## config.mk

```make
export PLATFORM = sky130hd
export DESIGN_NAME = riscv_prefetch_ctrl
export DESIGN_NICKNAME = d
export VERILOG_FILES = /design/src/rtl/riscv_prefetch_pkg.sv /design/src/rtl/riscv_prefetch_outstanding_cnt.sv /design/src/rtl/riscv_prefetch_ctrl.sv
export SDC_FILE = /design/constraint.sdc
export NUM_CORES = 1
export LEC_CHECK = 0
export ABC_CLOCK_PERIOD_IN_PS = 3100
export CAP_MARGIN = 10
export CORE_MARGIN = 3
export CORE_UTILIZATION = 44
export CTS_CLUSTER_SIZE = 30
export DETAILED_ROUTE_END_ITERATION = 7
export PLACE_DENSITY_LB_ADDON = 0.1
export SLEW_MARGIN = 20
export SYNTH_ARGS = -nofsm -noshare
export SYNTH_HDL_FRONTEND = slang
export SYNTH_SLANG_ARGS = --single-unit
```

## constraint.sdc

```tcl
create_clock -name clk -period 3.1 [get_ports clk]
set_input_delay 0.93 -clock clk [delete_from_list [all_inputs] [get_ports clk]]
set_output_delay 0.93 -clock clk [all_outputs]
set_load 0.05 [all_outputs]
```

## src/rtl/riscv_prefetch_pkg.sv

```systemverilog
// riscv_prefetch_pkg: shared state encoding and address helpers for the prefetch controller
package riscv_prefetch_pkg;
  typedef enum logic {IDLE, REQ} prefetch_state_e;
  localparam logic [31:0] WORD_INC = 32'h4;
  function automatic logic [31:0] word_align(input logic [31:0] addr);
    return {addr[31:2], 2'b00};
  endfunction
endpackage

```

## src/rtl/riscv_prefetch_outstanding_cnt.sv

```systemverilog
// riscv_prefetch_outstanding_cnt: saturating outstanding-request counter plus discard counter
module riscv_prefetch_outstanding_cnt #(
  parameter int MAX_OUTSTANDING = 2,
  parameter int CNT_W = 2
) (
  input  logic             clk,
  input  logic             rst,
  input  logic             inc,
  input  logic             dec,
  input  logic             load_discard,
  input  logic             discard_inc,
  output logic             dec_ok,
  output logic [CNT_W-1:0] cnt,
  output logic [CNT_W-1:0] cnt_next,
  output logic             discard_nz
);
  localparam logic [CNT_W:0] MAX_W = (CNT_W+1)'(MAX_OUTSTANDING);
  logic [CNT_W:0] sum;
  logic [CNT_W-1:0] discard, discard_next;
  // next counts; a response with nothing outstanding is ignored, a branch reloads discard
  always_comb begin
    dec_ok = dec && cnt != '0;
    discard_nz = discard != '0;
    sum = {1'b0, cnt} + (CNT_W+1)'(inc) - (CNT_W+1)'(dec_ok);
    cnt_next = sum > MAX_W ? MAX_W[CNT_W-1:0] : sum[CNT_W-1:0];
    discard_next = load_discard ? cnt_next :
                   discard + CNT_W'(discard_inc) - CNT_W'(dec_ok && discard_nz);
  end
  // counter state
  always_ff @(posedge clk) begin
    if (rst) begin
      cnt <= '0;
      discard <= '0;
    end else begin
      cnt <= cnt_next;
      discard <= discard_next;
    end
  end
endmodule

```

## src/rtl/riscv_prefetch_ctrl.sv

```systemverilog
// riscv_prefetch_ctrl: instruction prefetch sequencer feeding the fetch FIFO; DIFT_TAG_EN adds response tag passthrough
module riscv_prefetch_ctrl
  import riscv_prefetch_pkg::*;
#(
  parameter int MAX_OUTSTANDING = 2,
  parameter int CNT_W = 2
) (
  input  logic        clk,
  input  logic        rst,
  input  logic        fetch_en_i,
  input  logic        branch_i,
  input  logic [31:0] branch_addr_i,
  input  logic        fifo_ready_i,
  output logic        fifo_clear_o,
  output logic        fifo_valid_o,
  output logic [31:0] fifo_addr_o,
  output logic [31:0] fifo_rdata_o,
  output logic        instr_req_o,
  output logic [31:0] instr_addr_o,
  input  logic        instr_gnt_i,
  input  logic        instr_rvalid_i,
  input  logic [31:0] instr_rdata_i,
`ifdef DIFT_TAG_EN
  input  logic [3:0]  instr_rtag_i,
  output logic [3:0]  fifo_rtag_o,
`endif
  output logic        busy_o
);
  prefetch_state_e state_q;
  logic [31:0] fetch_addr_q, resp_addr_q, pend_addr_q;
  logic pend_q, gnt_ok, wait_gnt, issue, push, dec_ok, discard_nz;
  logic [CNT_W-1:0] cnt, cnt_next;

  riscv_prefetch_outstanding_cnt #(.MAX_OUTSTANDING(MAX_OUTSTANDING), .CNT_W(CNT_W)) u_cnt (
    .clk(clk),
    .rst(rst),
    .inc(gnt_ok),
    .dec(instr_rvalid_i),
    .load_discard(branch_i),
    .discard_inc(gnt_ok && pend_q),
    .dec_ok(dec_ok),
    .cnt(cnt),
    .cnt_next(cnt_next),
    .discard_nz(discard_nz)
  );

  // issue decision uses the count after this cycle's grant/response so the limit is never overrun
  always_comb begin
    gnt_ok = state_q == REQ && instr_gnt_i;
    wait_gnt = state_q == REQ && !instr_gnt_i;
    issue = fetch_en_i && fifo_ready_i && cnt_next < CNT_W'(MAX_OUTSTANDING);
    push = dec_ok && !discard_nz && !branch_i && !rst;
    instr_req_o = state_q == REQ;
    instr_addr_o = instr_req_o ? word_align(fetch_addr_q) : '0;
    busy_o = cnt != '0 || instr_req_o;
    fifo_clear_o = branch_i && !rst;
    fifo_valid_o = push;
    fifo_addr_o = push ? resp_addr_q : '0;
    fifo_rdata_o = push ? instr_rdata_i : '0;
`ifdef DIFT_TAG_EN
    fifo_rtag_o = push ? instr_rtag_i : '0;
`endif
  end

  // request FSM and address tracking; a branch during an ungranted request is parked until its grant
  always_ff @(posedge clk) begin
    if (rst) begin
      state_q <= IDLE;
      fetch_addr_q <= '0;
      resp_addr_q <= '0;
      pend_addr_q <= '0;
      pend_q <= 1'b0;
    end else begin
      state_q <= wait_gnt || issue ? REQ : IDLE;
      resp_addr_q <= branch_i ? branch_addr_i : push ? word_align(resp_addr_q) + WORD_INC : resp_addr_q;
      pend_q <= branch_i ? wait_gnt : pend_q && !instr_gnt_i;
      pend_addr_q <= branch_i ? branch_addr_i : pend_addr_q;
      fetch_addr_q <= branch_i ? (wait_gnt ? fetch_addr_q : word_align(branch_addr_i)) :
                      gnt_ok ? (pend_q ? word_align(pend_addr_q) : fetch_addr_q + WORD_INC) :
                      fetch_addr_q;
    end
  end
endmodule

```

==> results of run 1 <==
[kinds of logic after synthesis]
kind of cell | synth area share [%]
AOI/OAI and AO/OA | 20.08
other | 0.06270
muxes | 3.996
xor gates and xnor gates | 1.757
DFF | 32.80
buffers and inverters | 5.460
and+or+nand+nor | 34.25
adders and majority gates | 1.590
[area by class of cell]
class | instances | share of cell area, %
Clock buffer | 13 | 3.194
Clock inverter | 2 | 0.4141
Inverter | 19 | 0.8577
Multi-Input combinational cell | 635 | 44.53
Sequential cell | 98 | 23.19
Tap cell | 172 | 2.544
Timing Repair Buffer | 209 | 25.27
[power by group]
group          total (mW)  switching, mW  internal [mW]  leakage (nW)
Sequential           1.50          0.141           1.36         0.806
Combinational        1.27          0.730          0.542          2.55
Clock                1.19          0.499          0.688         0.152
Total                3.96           1.37           2.59          3.51
[path summary, 6_finish.rpt]
| kind | to | cells past startpoint | startpoint | slack (ns) |
|---|---|---|---|---|
| min | pend_addr_q[25]$_SDFFE_PP0P_ | 2 | pend_addr_q[25]$_SDFFE_PP0P_ | 0.47 |
| max | fifo_addr_o[4] | 6 | rst | 0.06 |
| min reg2reg | pend_addr_q[25]$_SDFFE_PP0P_ | 2 | pend_addr_q[25]$_SDFFE_PP0P_ | 0.47 |
| max reg2reg | u_cnt.discard[1]$_SDFF_PP0_ | 12 | u_cnt.cnt[1]$_SDFF_PP0_ | 0.65 |
[metal layers]
| layer | GRT usage [%] | wire (um) | vias up |
|---|---|---|---|
| met5 | 0 | 0 | - |
| met4 | 9.377 | 421 | 0 |
| met3 | 3.641 | 1837 | 32 |
| met2 | 45.55 | 10210 | 325 |
| met1 | 39.62 | 9625 | 3225 |
| li1 | - | - | 3265 |
[cell usage in the layout (no fill, tap or decap), types with 4 or more instances in the layout]
cell type	netlist	routed
nor4_1	11	11
dfxtp_1	98	98
o311ai_0	4	4
buf_6	0	60
clkbuf_16	0	10
xor2_1	4	4
a21oi_1	73	73
a31oi_1	13	13
or3_1	8	8
mux2_2	7	7
a211oi_1	5	5
nand2b_1	6	6
o21ai_0	35	34
and3_1	72	50
nand2_1	113	112
inv_1	18	18
and2_1	35	35
buf_4	2	65
a311oi_1	5	5
buf_12	0	8
and4_1	5	5
xnor2_1	8	8
nand4_1	24	24
nor3_1	11	11
mux2i_1	16	15
clkdlybuf4s50_1	0	67
ha_1	6	6
and3_2	0	20
a221oi_1	12	12
nor2_1	67	64
o211ai_1	9	9
nand3_1	35	35
[timing repair]
| item | in CTS | in global routing |
|---|---|---|
| buffers inserted | 1 | 1 |
| cloned | 2 | 1 |
| pin swaps | 1 | 1 |
| setup endpoints to repair | 63 | 61 |
| hold endpoints to repair | 0 | 0 |
| resized for setup | 73 | 2 |
[per-stage QoR]
stage               util, %  cells
finish                65.45   1148
global route          65.45   1148
CTS                   65.14   1146
detailed placement    60.31   1128
global placement      60.31   1128
floorplan                 -    817
[worst max-delay path, stage by stage]
cell and delay (ns):
buf_2 0.15, nor4_4 0.29, buf_6 0.17, buf_12 0.17
and3_1 0.23, buf_6 0.17
[registers in the layout, indices dropped and copies added, names as in the netlist]
register       cells
u_cnt.cnt          2
pend_addr_q       30
resp_addr_q       32
fetch_addr_q      30
pend_q             1
u_cnt.discard      2
instr_req_o        1
==> impl_metrics.csv, run 1 <==
group,metric,value,unit
outcome,status,"completed",
layout,seq_area,1962,um2
clock_network,clk_pin_slew,0.07,ns
clock_network,clkLatencyLatePin,0.35,ns
grt,overflow,0,
power,p_leak,3.513,nW
yosys,ys.flop_type,"dfxtp_1",
yosys,synthTopCellsByCount,"113 x nand2_1, 98 x dfxtp_1, 73 x a21oi_1, 72 x and3_1, 67 x nor2_1",
timing,setup_violations,0,
floorplanning,die_y,122.6,um
yosys,synth.distinct_cells,61,
critical_path,critPathLaunchType,"input port",
route,drt-vias-per-instance,5.964,
route,route.detailed.drc,0,
min_path,min_path_type,"reg -> reg",
timing,hold_slack,0.4652,ns
yosys,synth-async-reset-ratio,0,%
clock_network,clock-sinks,98,
critical_path,critPathKind,"in -> out",
yosys,synth_edf_count,0,
grt,grt_first_pass_wirelength,33590,um
yosys,synth_area_per_cell,7.329,um2
timing,setup_tns,0,ns
floorplanning,die_w,122.6,um
run,maxCapViolCount,0,
floorplanning,start_util,46.26,%
timing,drv_slew,0,
yosys,yosys-top-cells-area,"dfxtp_1 33%, and3_1 7.5%, nand2_1 7.1%",
clock_network,cts_max_path_buffers,2,
route,num_vias,6847,
yosys,synth_warnings,0,
grt,grt_pass1_vias,6207,
grt,gr-usage-all-layers,28.40,%
power,max-vdd-ir-drop,263.3,uV
floorplanning,die-area,15030,um2
layout,multi_input_area,3767,um2
place,dp_worst_setup_slack,-0.1998,ns
floorplanning,placementRows,41,
clock_network,cts_root_buffer,"clkbuf_16",
yosys,yosysTopAreaCell,"dfxtp_1",
layout,diodes,0,
yosys,synth_area,5981,um2
timing,finClkSkew,0.006265,ns
clock_network,cts_max_level,3,
critical_path,path_max_fanout,31,
timing,setup_slack,0.05535,ns
timing,slew_headroom,47.88,%
grt,antenna_found_initial,0,
power,p_per_area,468.5,nW/um2
timing,tightest_slew,0.7790,ns
route,final_antenna_net_count,0,
floorplanning,pin_count,171,
critical_path,crit_required,2.17,ns
layout,layout-drive-gt1-share,20.49,%
layout,stdcell_area,8461,um2
place,port_buffers,168,
grt,grt_max_degree,71,
yosys,post-synth-top-count-cell,"nand2_1",
place,placed_cell_area,7796,um2
yosys,ys_ff_latch,98,
yosys,synth_seq_area_share,32.80,%
critical_path,cp.arrival,2.11,ns
route,wl_per_cell,19.25,um
place,post-dp-hpwl,15450,um
critical_path,cp-end-kind,"output port",
timing,fin_crit,3.045,ns
layout,syn_to_final_growth,41.46,%
layout,nFillCells,1099,
route,drt_iter0_markers,685,
timing,hold_viol,0,
power,power,3.963,mW
timing,fin_crit_sh,98.21,%
timing,fmax,328.4,MHz
clock_network,cts_tree,"built",
place,routabilityCongestion,0.9383,
clock_network,cts_buffers,9,
floorplanning,core-area,12930,um2
route,drtPass1Iterations,5,
yosys,postSynthCellCount,816,
yosys,synth_top_area_share,32.80,%
route,finalWirelength,22090,um
clock_network,hold_buffers,0,
layout,fin_nets,1050,
Power figures use the tool's default switching activity.
==> run 2, diff against run 1 <==
Settings changed: CELL_PAD_IN_SITES_DETAIL_PLACEMENT set to 1, CELL_PAD_IN_SITES_GLOBAL_PLACEMENT set to 2, CORE_UTILIZATION 44 to 24, SYNTH_HIERARCHICAL set to 1.
==> impl_metrics.csv, run 2 <==
group,metric,value,unit
outcome,status,"completed",
timing,fmax,323.6,MHz
floorplanning,die_y,164.7,um
timing,fin_crit_sh,99.70,%
yosys,postSynthCellCount,790,
yosys,synth_area_per_cell,7.648,um2
layout,final_cells,1296,
route,drt_iter0_markers,325,
place,port_buffers,168,
timing,rsz0062_at_grt,"true",
grt,grt_first_pass_wirelength,40500,um
clock_network,clkLatencyLatePin,0.36,ns
timing,setup_slack,0.009314,ns
grt,gr-usage-all-layers,19.20,%
clock_network,cts_max_path_buffers,2,
route,wl_per_cell,20.31,um
power,max-vdd-ir-drop,408.7,uV
route,final_antenna_net_count,0,
timing,drv_slew,0,
timing,setup_violations,0,
clock_network,clk_pin_slew,0.07,ns
clock_network,cts_buffers,9,
timing,finClkSkew,0.01030,ns
layout,final_cell_mix,"105 x buf_12, 98 x dfxtp_1, 78 x nor2_1, 67 x clkdlybuf4s50_1, 64 x nand2_1",
layout,final_common_cell,"buf_12",
run,maxCapViolCount,0,
place,dp_cells,1265,
route,finalWirelength,26320,um
route,route.detailed.drc,0,
grt,antenna_found_initial,0,
power,p_leak,3.759,nW
timing,hold_viol,0,
critical_path,critPathKind,"in -> out",
timing,slew_headroom,37.51,%
yosys,synth_warnings,6,
timing,hold_slack,0.4680,ns
power,p_per_area,423.3,nW/um2
place,post-dp-hpwl,18310,um
place,dp_worst_setup_slack,-0.5012,ns
layout,postLayoutCoreUtil,40.73,%
critical_path,cp-end-kind,"output port",
route,drt-vias-per-instance,5.132,
clock_network,clock-sinks,98,
grt,grt_max_degree,83,
route,num_vias,6651,
layout,syn_to_final_growth,65.40,%
floorplanning,die_w,164.7,um
min_path,min_path_type,"reg -> reg",
clock_network,cts_tree,"built",
critical_path,critPathLaunchType,"input port",
clock_network,cts_max_level,3,
route,drtPass1Iterations,5,
timing,setup_tns,0,ns
floorplanning,die-area,27110,um2
layout,diodes,0,
floorplanning,start_util,24.63,%
critical_path,cp.arrival,2.16,ns
layout,fin_nets,1045,
grt,grt_pass1_vias,6889,
grt,overflow,0,
place,routabilityCongestion,0.8287,
floorplanning,core-area,24530,um2
layout,layout-drive-gt1-share,26.85,%
layout,largest_reg_flops,32,
layout,regMostFlops,"resp_addr_q",
timing,fin_crit,3.091,ns
critical_path,crit_required,2.17,ns
yosys,synth_area,6042,um2
clock_network,cts_root_buffer,"clkbuf_16",
layout,reg_top3,"resp_addr_q (32), fetch_addr_q (30), pend_addr_q (30)",
critical_path,path_max_fanout,6,
timing,tightest_slew,0.9361,ns
floorplanning,pin_count,171,
floorplanning,placementRows,57,
## run 2: final timing paths
kind                                              startpoint                      endpoint  slack [ns]  cells after the start
worst max register to register       u_cnt/cnt[1]$_SDFF_PP0_  resp_addr_q[31]$_SDFFE_PP0P_        0.50                     10
worst min register to register  pend_addr_q[10]$_SDFFE_PP0P_  pend_addr_q[10]$_SDFFE_PP0P_        0.47                      2
worst min-delay path            pend_addr_q[10]$_SDFFE_PP0P_  pend_addr_q[10]$_SDFFE_PP0P_        0.47                      2
worst max-delay path                          instr_rvalid_i               fifo_rdata_o[9]       0.009                     10
## run 2: metal layers
metal	vias up	wire [um]	GRT usage [%]
met5	-	0	0
met4	0	363	4.689
met3	25	1253	3.060
met2	195	12350	31.77
met1	3274	12360	26.15
li1	3157	-	-
## run 2: cell type report
type | count | area (um2)
Clock buffer | 9 | 225.2
Clock inverter | 7 | 92.59
Fill cell | 2812 | 14540
Inverter | 22 | 90.09
Multi-Input combinational cell | 610 | 3935
Sequential cell | 98 | 1962
Tap cell | 324 | 405.4
Timing Repair Buffer | 226 | 3283
## run 2: critical path, cell delays in order
cell	delay, ns
buf_6	0.06
o21a_1	0.14
nor2b_4	0.24
nand2_4	0.10
inv_8	0.07
buf_6	0.09
buf_12	0.10
buf_12	0.11
and2_4	0.16
buf_12	0.13
## run 2: timing repair
action / 4_1_cts / 5_1_grt
pin swaps: 13 / 10
hold buffers: 0 / 0
endpoints found under the setup margin: 65 / 35
gates resized for setup: 49 / 3
gates cloned: 6 / 1
setup buffers: 13 / 3
## run 2: power by group
group	total, mW	switching [mW]	internal (mW)
registers	1.50	0.137	1.37
logic	1.47	0.777	0.690
clock network	1.26	0.549	0.709
## run 2: per-stage QoR
stage               instance area [um2]  total power, mW
floorplan                          6222            2.255
CTS                               10060            4.299
detailed placement                 9373            2.900
finish                             9993            4.230
global placement                   9373            2.867
global route                       9993            4.451
